`src/rtl/uart_tx_arbiter.sv`:
```
// Round-robin arbiter feeding one 8-bit UART transmitter (start, data LSB first, optional even parity, stop bits).
// Grant in IDLE takes effect at the next edge and tx falls one cycle later; req_ready stays low while a frame is on the line.
module uart_tx_arbiter #(
   parameter int NUM_REQ      = 4,
   parameter int CLKS_PER_BIT = 16,
   parameter int PARITY_EN    = 1,
   parameter int STOP_BITS    = 2
) (
   input  logic                       clk,
   input  logic                       rst_n,
   input  logic [NUM_REQ-1:0]         req_valid,
   input  logic [8*NUM_REQ-1:0]       req_data,
   output logic [NUM_REQ-1:0]         req_ready,
   output logic                       tx,
   output logic                       busy,
   output logic [$clog2(NUM_REQ)-1:0] grant_id,
   output logic                       frame_done
);

   localparam int             IDW      = $clog2(NUM_REQ);
   localparam logic [IDW:0]   NREQ_W   = (IDW+1)'(NUM_REQ);
   localparam logic [IDW-1:0] LAST_ID  = IDW'(NUM_REQ-1);
   localparam logic [15:0]    CNT_LAST = 16'(CLKS_PER_BIT-1);
   localparam logic [15:0]    CNT_PRE  = 16'(CLKS_PER_BIT-2);

   typedef enum logic [2:0] {IDLE, START, DATA, PAR, STOP} state_t;

   state_t          state;
   logic [15:0]     bit_cnt;
   logic [2:0]      bit_idx;
   logic            stop_idx;
   logic [7:0]      shreg;
   logic            par_bit;
   logic [IDW-1:0]  rr_ptr;

   logic [2*NUM_REQ-1:0] dbl_valid;
   logic [NUM_REQ-1:0]   rot_valid;
   logic                 found;
   logic [IDW:0]         raw_sum;
   logic [IDW-1:0]       winner;
   logic [IDW-1:0]       next_ptr;
   logic [7:0]           win_data;
   logic                 bit_end;
   logic                 last_stop;

   // Rotate the request vector so bit 0 is rr_ptr; the lowest set bit is the winner.
   assign dbl_valid = {req_valid, req_valid};
   assign rot_valid = NUM_REQ'(dbl_valid >> rr_ptr);

   always_comb begin
      found   = 1'b0;
      raw_sum = '0;
      for (int k = NUM_REQ-1; k >= 0; k--) begin
         if (rot_valid[k]) begin
            found   = 1'b1;
            raw_sum = {1'b0, rr_ptr} + (IDW+1)'(k);
         end
      end
   end

   assign winner   = (raw_sum >= NREQ_W) ? IDW'(raw_sum - NREQ_W) : raw_sum[IDW-1:0];
   assign next_ptr = (winner == LAST_ID) ? '0 : winner + IDW'(1);

   always_comb begin
      win_data = '0;
      for (int k = 0; k < NUM_REQ; k++) begin
         if (winner == IDW'(k)) win_data = req_data[8*k +: 8];
      end
   end

   assign req_ready = (rst_n && state == IDLE && found) ? (NUM_REQ'(1) << winner) : '0;
   assign bit_end   = (bit_cnt == CNT_LAST);
   assign last_stop = (STOP_BITS == 1) ? 1'b1 : stop_idx;

   always_ff @(posedge clk or negedge rst_n) begin
      if (!rst_n) begin
         state      <= IDLE;
         bit_cnt    <= '0;
         bit_idx    <= '0;
         stop_idx   <= 1'b0;
         shreg      <= '0;
         par_bit    <= 1'b0;
         rr_ptr     <= '0;
         tx         <= 1'b1;
         busy       <= 1'b0;
         grant_id   <= '0;
         frame_done <= 1'b0;
      end else begin
         frame_done <= 1'b0;
         if (state != IDLE) bit_cnt <= bit_end ? '0 : bit_cnt + 16'd1;
         case (state)
            IDLE: begin
               if (found) begin
                  shreg    <= win_data;
                  par_bit  <= ^win_data;
                  grant_id <= winner;
                  rr_ptr   <= next_ptr;
                  bit_cnt  <= '0;
                  bit_idx  <= '0;
                  stop_idx <= 1'b0;
                  tx       <= 1'b0;
                  busy     <= 1'b1;
                  state    <= START;
               end
            end
            START: begin
               if (bit_end) begin
                  tx    <= shreg[0];
                  state <= DATA;
               end
            end
            DATA: begin
               if (bit_end) begin
                  if (bit_idx == 3'd7) begin
                     bit_idx <= '0;
                     if (PARITY_EN != 0) begin
                        tx    <= par_bit;
                        state <= PAR;
                     end else begin
                        tx    <= 1'b1;
                        state <= STOP;
                     end
                  end else begin
                     bit_idx <= bit_idx + 3'd1;
                     shreg   <= shreg >> 1;
                     tx      <= shreg[1];
                  end
               end
            end
            PAR: begin
               if (bit_end) begin
                  tx    <= 1'b1;
                  state <= STOP;
               end
            end
            STOP: begin
               // Raised one cycle early so the registered pulse lands on the frame's final cycle.
               if (last_stop && bit_cnt == CNT_PRE) frame_done <= 1'b1;
               if (bit_end) begin
                  if (last_stop) begin
                     stop_idx <= 1'b0;
                     busy     <= 1'b0;
                     state    <= IDLE;
                  end else begin
                     stop_idx <= 1'b1;
                  end
               end
            end
            default: state <= IDLE;
         endcase
      end
   end

endmodule
```
`config.mk`:
```
export PLATFORM = sky130hd
export DESIGN_NAME = uart_tx_arbiter
export DESIGN_NICKNAME = d
export VERILOG_FILES = /design/src/rtl/uart_tx_arbiter.sv
export SDC_FILE = /design/constraint.sdc
export NUM_CORES = 1
export LEC_CHECK = 0
export CAP_MARGIN = 20
export CORE_ASPECT_RATIO = 1.4
export CORE_MARGIN = 5
export CORE_UTILIZATION = 40
export CTS_BUF_LIST = sky130_fd_sc_hd__clkbuf_16
export DETAILED_ROUTE_END_ITERATION = 6
export PLACE_DENSITY_LB_ADDON = 0.15
export SYNTH_ARGS = -nofsm -noshare
export SYNTH_HDL_FRONTEND = slang
export SYNTH_SLANG_ARGS = --single-unit
```
`constraint.sdc`:
```
create_clock -name clk -period 2.9 [get_ports clk]
set_input_delay 0.58 -clock clk [delete_from_list [all_inputs] [get_ports clk]]
set_output_delay 0.58 -clock clk [all_outputs]
set_load 0.05 [all_outputs]
```
; Word level (Yosys, flattened, before mapping)
; Cells that the tools add are included.
[totals]
mem_bits_ro = 0
ram_bits = 0
regBits = 39
latch_bits = 0
memories = 0
wordCells = 106
in_bits = 38
[op_classes]
bitwise_logic = 0
shift = 2
multipliers = 0
n_reduce_logical = 17
n_lt_le_gt_ge = 1
div = 0
n_mux = 50
n_eq_ne = 18
addsub = 7
[op_table]
columns = op, count
row1 = 2-to-1 mux 16 bit, 4
row2 = 2-to-1 mux 8 bit, 7
row3 = 2-to-1 mux 3 bit, 14
row4 = "equality test 16 x 4 -> 1 bit, second input constant", 2
row5 = "adder 16 x 1 -> 16 bit, second input constant", 1
row6 = 2-to-1 mux 1 bit, 16
row7 = "!= test 2 bit, second input constant", 8
row8 = one-hot mux 8 bit (2 select lines), 1
row9 = one-hot mux 3 bit (5 select lines), 1
row10 = AND reduction 4 bit, 2
row11 = parity 8 bit, 1
row12 = >> shifter 8 x 2 -> 4 bit, 1
row13 = AND reduction 7 bit, 1
row14 = "adder 2 x 2 -> 3 bit, second input constant", 2
row15 = "equality test 3 x 2 -> 1 bit, second input constant", 2
row16 = "equality test 3 bit, second input constant", 2
row17 = one-hot mux 3 bit (2 select lines), 1
row18 = AND reduction 3 bit, 2
row19 = AND reduction 5 bit, 1
row20 = "equality test 2 bit, second input constant", 2
row21 = 2-to-1 mux 2 bit, 2
row22 = 2-to-1 mux 4 bit, 1
row23 = one-hot mux 1 bit (2 select lines), 2
row24 = one-hot mux 1 bit (4 select lines), 1
row25 = 15 further kinds, 18

; Logic depth before layout (Yosys ltp)
; Gate-level depths: netlist of the first run.
[logic_depth]
ltp_word = 14
mapped_depth = 13
mapped_depth_nobuf = 12

; Worst setup path after synthesis of the first run
; Ideal clock, no wire load.
[synth_timing]
path_type = in2reg
from = in req_valid[0]
to = reg par_bit
required_time_ns = 2.808
n_path_buf = 1
setup_time_ns = 0.092
path_slack_ns = -0.171
arrival_time_ns = 2.979
path_stages = 13
path_cell_list = inv_1 -> nor2_1 -> a21oi_1 -> o221ai_1 -> inv_1 -> ha_1 -> or2_0 -> buf_2 -> a221o_1 -> a211o_1 -> a211o_1 -> and4_4 -> o31ai_2
[synth_between]
elab_chain_cells = 13
[synth_rtl]
columns = element, line
row1 = from (decl), 11  ; input logic [NUM_REQ-1:0] req_valid,
row2 = >> shifter 8 x 2 -> 4 bit *, 48  ; assign rot_valid = NUM_REQ'(dbl_valid >> rr_ptr);
row3 = 2-to-1 mux 3 bit (3 in a row), 54  ; if (rot_valid[k]) begin
row4 = 2-to-1 mux 3 bit *, 54
row5 = named net raw_sum[0], 39  ; logic [IDW:0] raw_sum;
row6 = >= comparator 3 bit or subtractor 2 x 1 -> 2 bit (tied branches), 61  ; assign winner = (raw_sum >= NREQ_W) ? IDW'(raw_sum - NREQ_W) : raw_sum[IDW-1:0];
row7 = 2-to-1 mux 2 bit *, 61
row8 = logical NOT 2 bit, 67  ; if (winner == IDW'(k)) win_data = req_data[8*k +: 8];
row9 = 2-to-1 mux 8 bit (3 in a row), 67
row10 = 2-to-1 mux 8 bit *, 67
row11 = parity 8 bit *, 95  ; par_bit <= ^win_data;
row12 = to (signal assigned), 95
row13 = to (decl), 33  ; logic par_bit;
; Mark *: on every way through the listed nets, which the timed path passes. The rest lies on a longest branch.
; A chain may end at the register's enable or synchronous reset.

; Worst setup path after layout of the first run
[layout_timing]
from = in req_valid[0]
to = reg par_bit
[layout_between]
elab_chain_cells = 13
[layout_rtl]
columns = element, line
row1 = >> shifter 8 x 2 -> 4 bit *, 48
row2 = 2-to-1 mux 3 bit (4 in a row), 54
row3 = >= comparator 3 bit or subtractor 2 x 1 -> 2 bit (tied branches), 61
row4 = 2-to-1 mux 2 bit, 61
row5 = logical NOT 2 bit, 67
row6 = 2-to-1 mux 8 bit (4 in a row), 67
row7 = parity 8 bit, 95
; Mark *: on every way between the ends. The rest lies on a longest branch, timed or not.

==> results.toml, run 1 <==
[outcome]
outcome = "complete, no violations"

[placed_design]
place_area_sq_mm = 0.00314
dp.cells = 416
place_congestion = 0.859
place_hpwl_um = 4580
io_buffers = 46

[grt]
grt_pass1_vias = 2403
antenna_found_initial = 0
globalRouteTotalUtil_pct = 17.4
grt_pass1_wl_um = 10600
overflow = 0
grt_max_degree = 40

[cts]
cts_hold_buf = 0
htreeDepth = 2
clock-sinks = 39
clock_latency_ns = 0.28
cts-root-buf = "clkbuf_16"
clk_pin_slew_worst_paths_ns = 0.06
cts_buffers = 5
cts_tree = "built"
clk_path_buf_depth = 2

[floorplan]
initial_core_util_pct = 40.9
die_x_um = 75.4
coreArea_sq_mm = 0.00586
die_h_um = 102
rows = 33
num_io_pins = 47
die-area_sq_mm = 0.00766

[setup_path]
required_ns = 3.09
cpMaxStageDelayCell = "a211o_1"
path_buf_inv = 3
path_class = "in -> reg"
cp-end-kind = "flip-flop"
r2r_cells = 12
rrSetupSlack_ns = 0.13
r2r-start = "rr_ptr[0]"
cp_cell_sequence = "clkbuf_2, inv_2, nor2_4, a21oi_2, o221ai_2, buf_4, ha_1, or2_4, a221o_1, a211o_1, a211o_1, and4_4, o31ai_2"
critical_path_arrival_ns = 3.00
reg2reg_to = "par_bit"
crit_path_start_kind = "input port"
slowest_delay_ns = 0.33
crit_family = "compound AO/OA/AOI/OAI gates"
worst-path-max-fanout = 7
critical_path.most_common_cell = "a211o_1"

[detailed_routing]
wl_per_cell_um = 14.2
viasPerCell = 5.55
drt_drc_violations_left = 0
wirelength_um = 6140
drt_pass1_iterations = 4
ant_nets = 0
dr_total_vias = 2398
drt_iter0_markers = 77

[finish]
antenna_cells = 0
drive_gt1_share_pct = 21.3
fin_nets = 407
syn2layout_area_growth_pct = 43.3
final_util_pct = 58.6
final_area_sq_mm = 0.00344
layoutNonFillerInstCount = 432

[sta]
rsz0062_at_grt = "false"
fin_crit_ns = 2.81
max-slew-margin-rel_pct = 57.3
fin_skew_ns = 0.00651
setup_viol = 0
tns_ns = 0
hold_viol = 0
fmax_mhz = 356
worstMarginPinSlew_ns = 0.636
post-route-period-util_pct = 96.9
slew_violations = 0

[yosys]
yosys_most_used_dff = "dfrtp_1"
synthTopCellsByArea = "dfrtp_1 (40%), o21ai_0 (6.7%), nand2_1 (5.6%)"
syn_area_sq_mm = 0.00240
ys_seq_elements = 39
syn-mean-instance-area_sq_um = 8.47
yosys_warnings = 0
synth_top_area_cell = "dfrtp_1"
synth_cell_type_count = 47
ys_top_cells_by_count = "dfrtp_1 (38), nand2_1 (36), o21ai_0 (32)"
synth_edf_count = 0
synthArstFlopShare_pct = 100
synth_nets = 329
ys_seq_area_share_pct = 40.8
netlist.area_leader.share_pct = 39.7
synthCells = 283
synth.most_common_cell = "dfrtp_1"

[power]
ir_drop_v = 0.000201
p_total_mw = 1.39
power_density_mw_per_mm2 = 406
leakage_nw = 1.50

[worst_hold_path]
hold_path_class = "in -> async"

[job]
drv_cap = 0
## worst max path at each step
stage / startpoint / endpoint / slack (ns) / depth (start not counted)
2_1_floorplan: req_valid[1] / par_bit / 0.01 / 13
3_3_place_gp: req_valid[0] / par_bit / -0.57 / 13
3_5_place_dp: req_valid[0] / par_bit / -0.66 / 13
4_1_cts: req_valid[0] / par_bit / 0.01 / 14
5_1_grt: req_valid[0] / par_bit / 0.006 / 13
6_report: req_valid[0] / par_bit / 0.09 / 13
## kinds of logic after synthesis
group                      count (synthesis)  synth area share, %
muxes                                      3                 1.36
adders and majority gates                  8                 4.18
AOI/OAI and AO/OA                         98                 26.5
buffers and inverters                     22                 3.50
and+or+nand+nor                          110                 22.6
xor gates and xnor gates                   3                 1.10
DFF                                       39                 40.8
## metal layers
metal | track usage, % | up-vias | routed length (um)
li1 | - | 1218 | -
met2 | 31.3 | 59 | 3190
met3 | 3.18 | 8 | 271
met1 | 20.0 | 1113 | 2580
met4 | 6.06 | 0 | 104
met5 | 0 | - | 0
## power by group
part	switching [mW]	total [mW]	internal, mW
Sequential	0	0.544	0.544
Clock	0.209	0.610	0.401
Combinational	0.0993	0.239	0.139
Total	0.309	1.39	1.08
## state kept, by name, indices dropped and copies added (netlist names)
| name | flops |
|---|---|
| bit_idx | 3 |
| busy | 1 |
| grant_id | 2 |
| last_stop | 1 |
| state | 3 |
| bit_cnt | 16 |
| shreg | 8 |
| tx | 1 |
| frame_done | 1 |
| rr_ptr | 2 |
| par_bit | 1 |
## layout make-up
| cell class | count | area, sq um |
|---|---|---|
| fillers | 536 | 2430 |
| repair buffers | 82 | 732 |
| clock inverters | 3 | 38.8 |
| inverters | 11 | 45.0 |
| clock buffers | 5 | 125 |
| multi-input cells | 222 | 1430 |
| flip-flops and latches | 39 | 977 |
| well taps | 70 | 87.6 |
## placed cells by master (no fill, tap or decap), drive strengths merged, types with 6 or more instances in the layout
cell type	synthesis	final
nand3	16	16
clkbuf	10	9
o31ai	8	8
dfrtp	38	38
and3	11	11
nor3	7	7
nor2	16	16
ha	8	8
a31oi	6	6
clkdlybuf4s50	0	37
a21oi	11	11
buf	1	41
inv	11	10
nand2	36	36
o21ai	38	38
## per-stage QoR
| stage | hold WS, ns | worst slack (ns) |
|---|---|---|
| finish | 0.432 | 0.0907 |
| detailed placement | 0.466 | -0.660 |
| floorplan | 0.284 | 0.0102 |
| global placement | 0.458 | -0.573 |
| CTS | 0.454 | 0.0108 |
| global route | 0.487 | 0.00556 |
## what timing repair did
item                       CTS  global route
gates resized for setup     22            15
setup buffers                7             1
setup endpoints to repair    2             1
cloned                       0             0
pin swaps                    9             9
Power figures use the tool's default switching activity.
==> run 2: changes to the inputs <==
Settings changed: TNS_END_PERCENT set to 5.
==> results of run 2 <==
No change in the layout: final DEF, timing and power equal those of run 1.
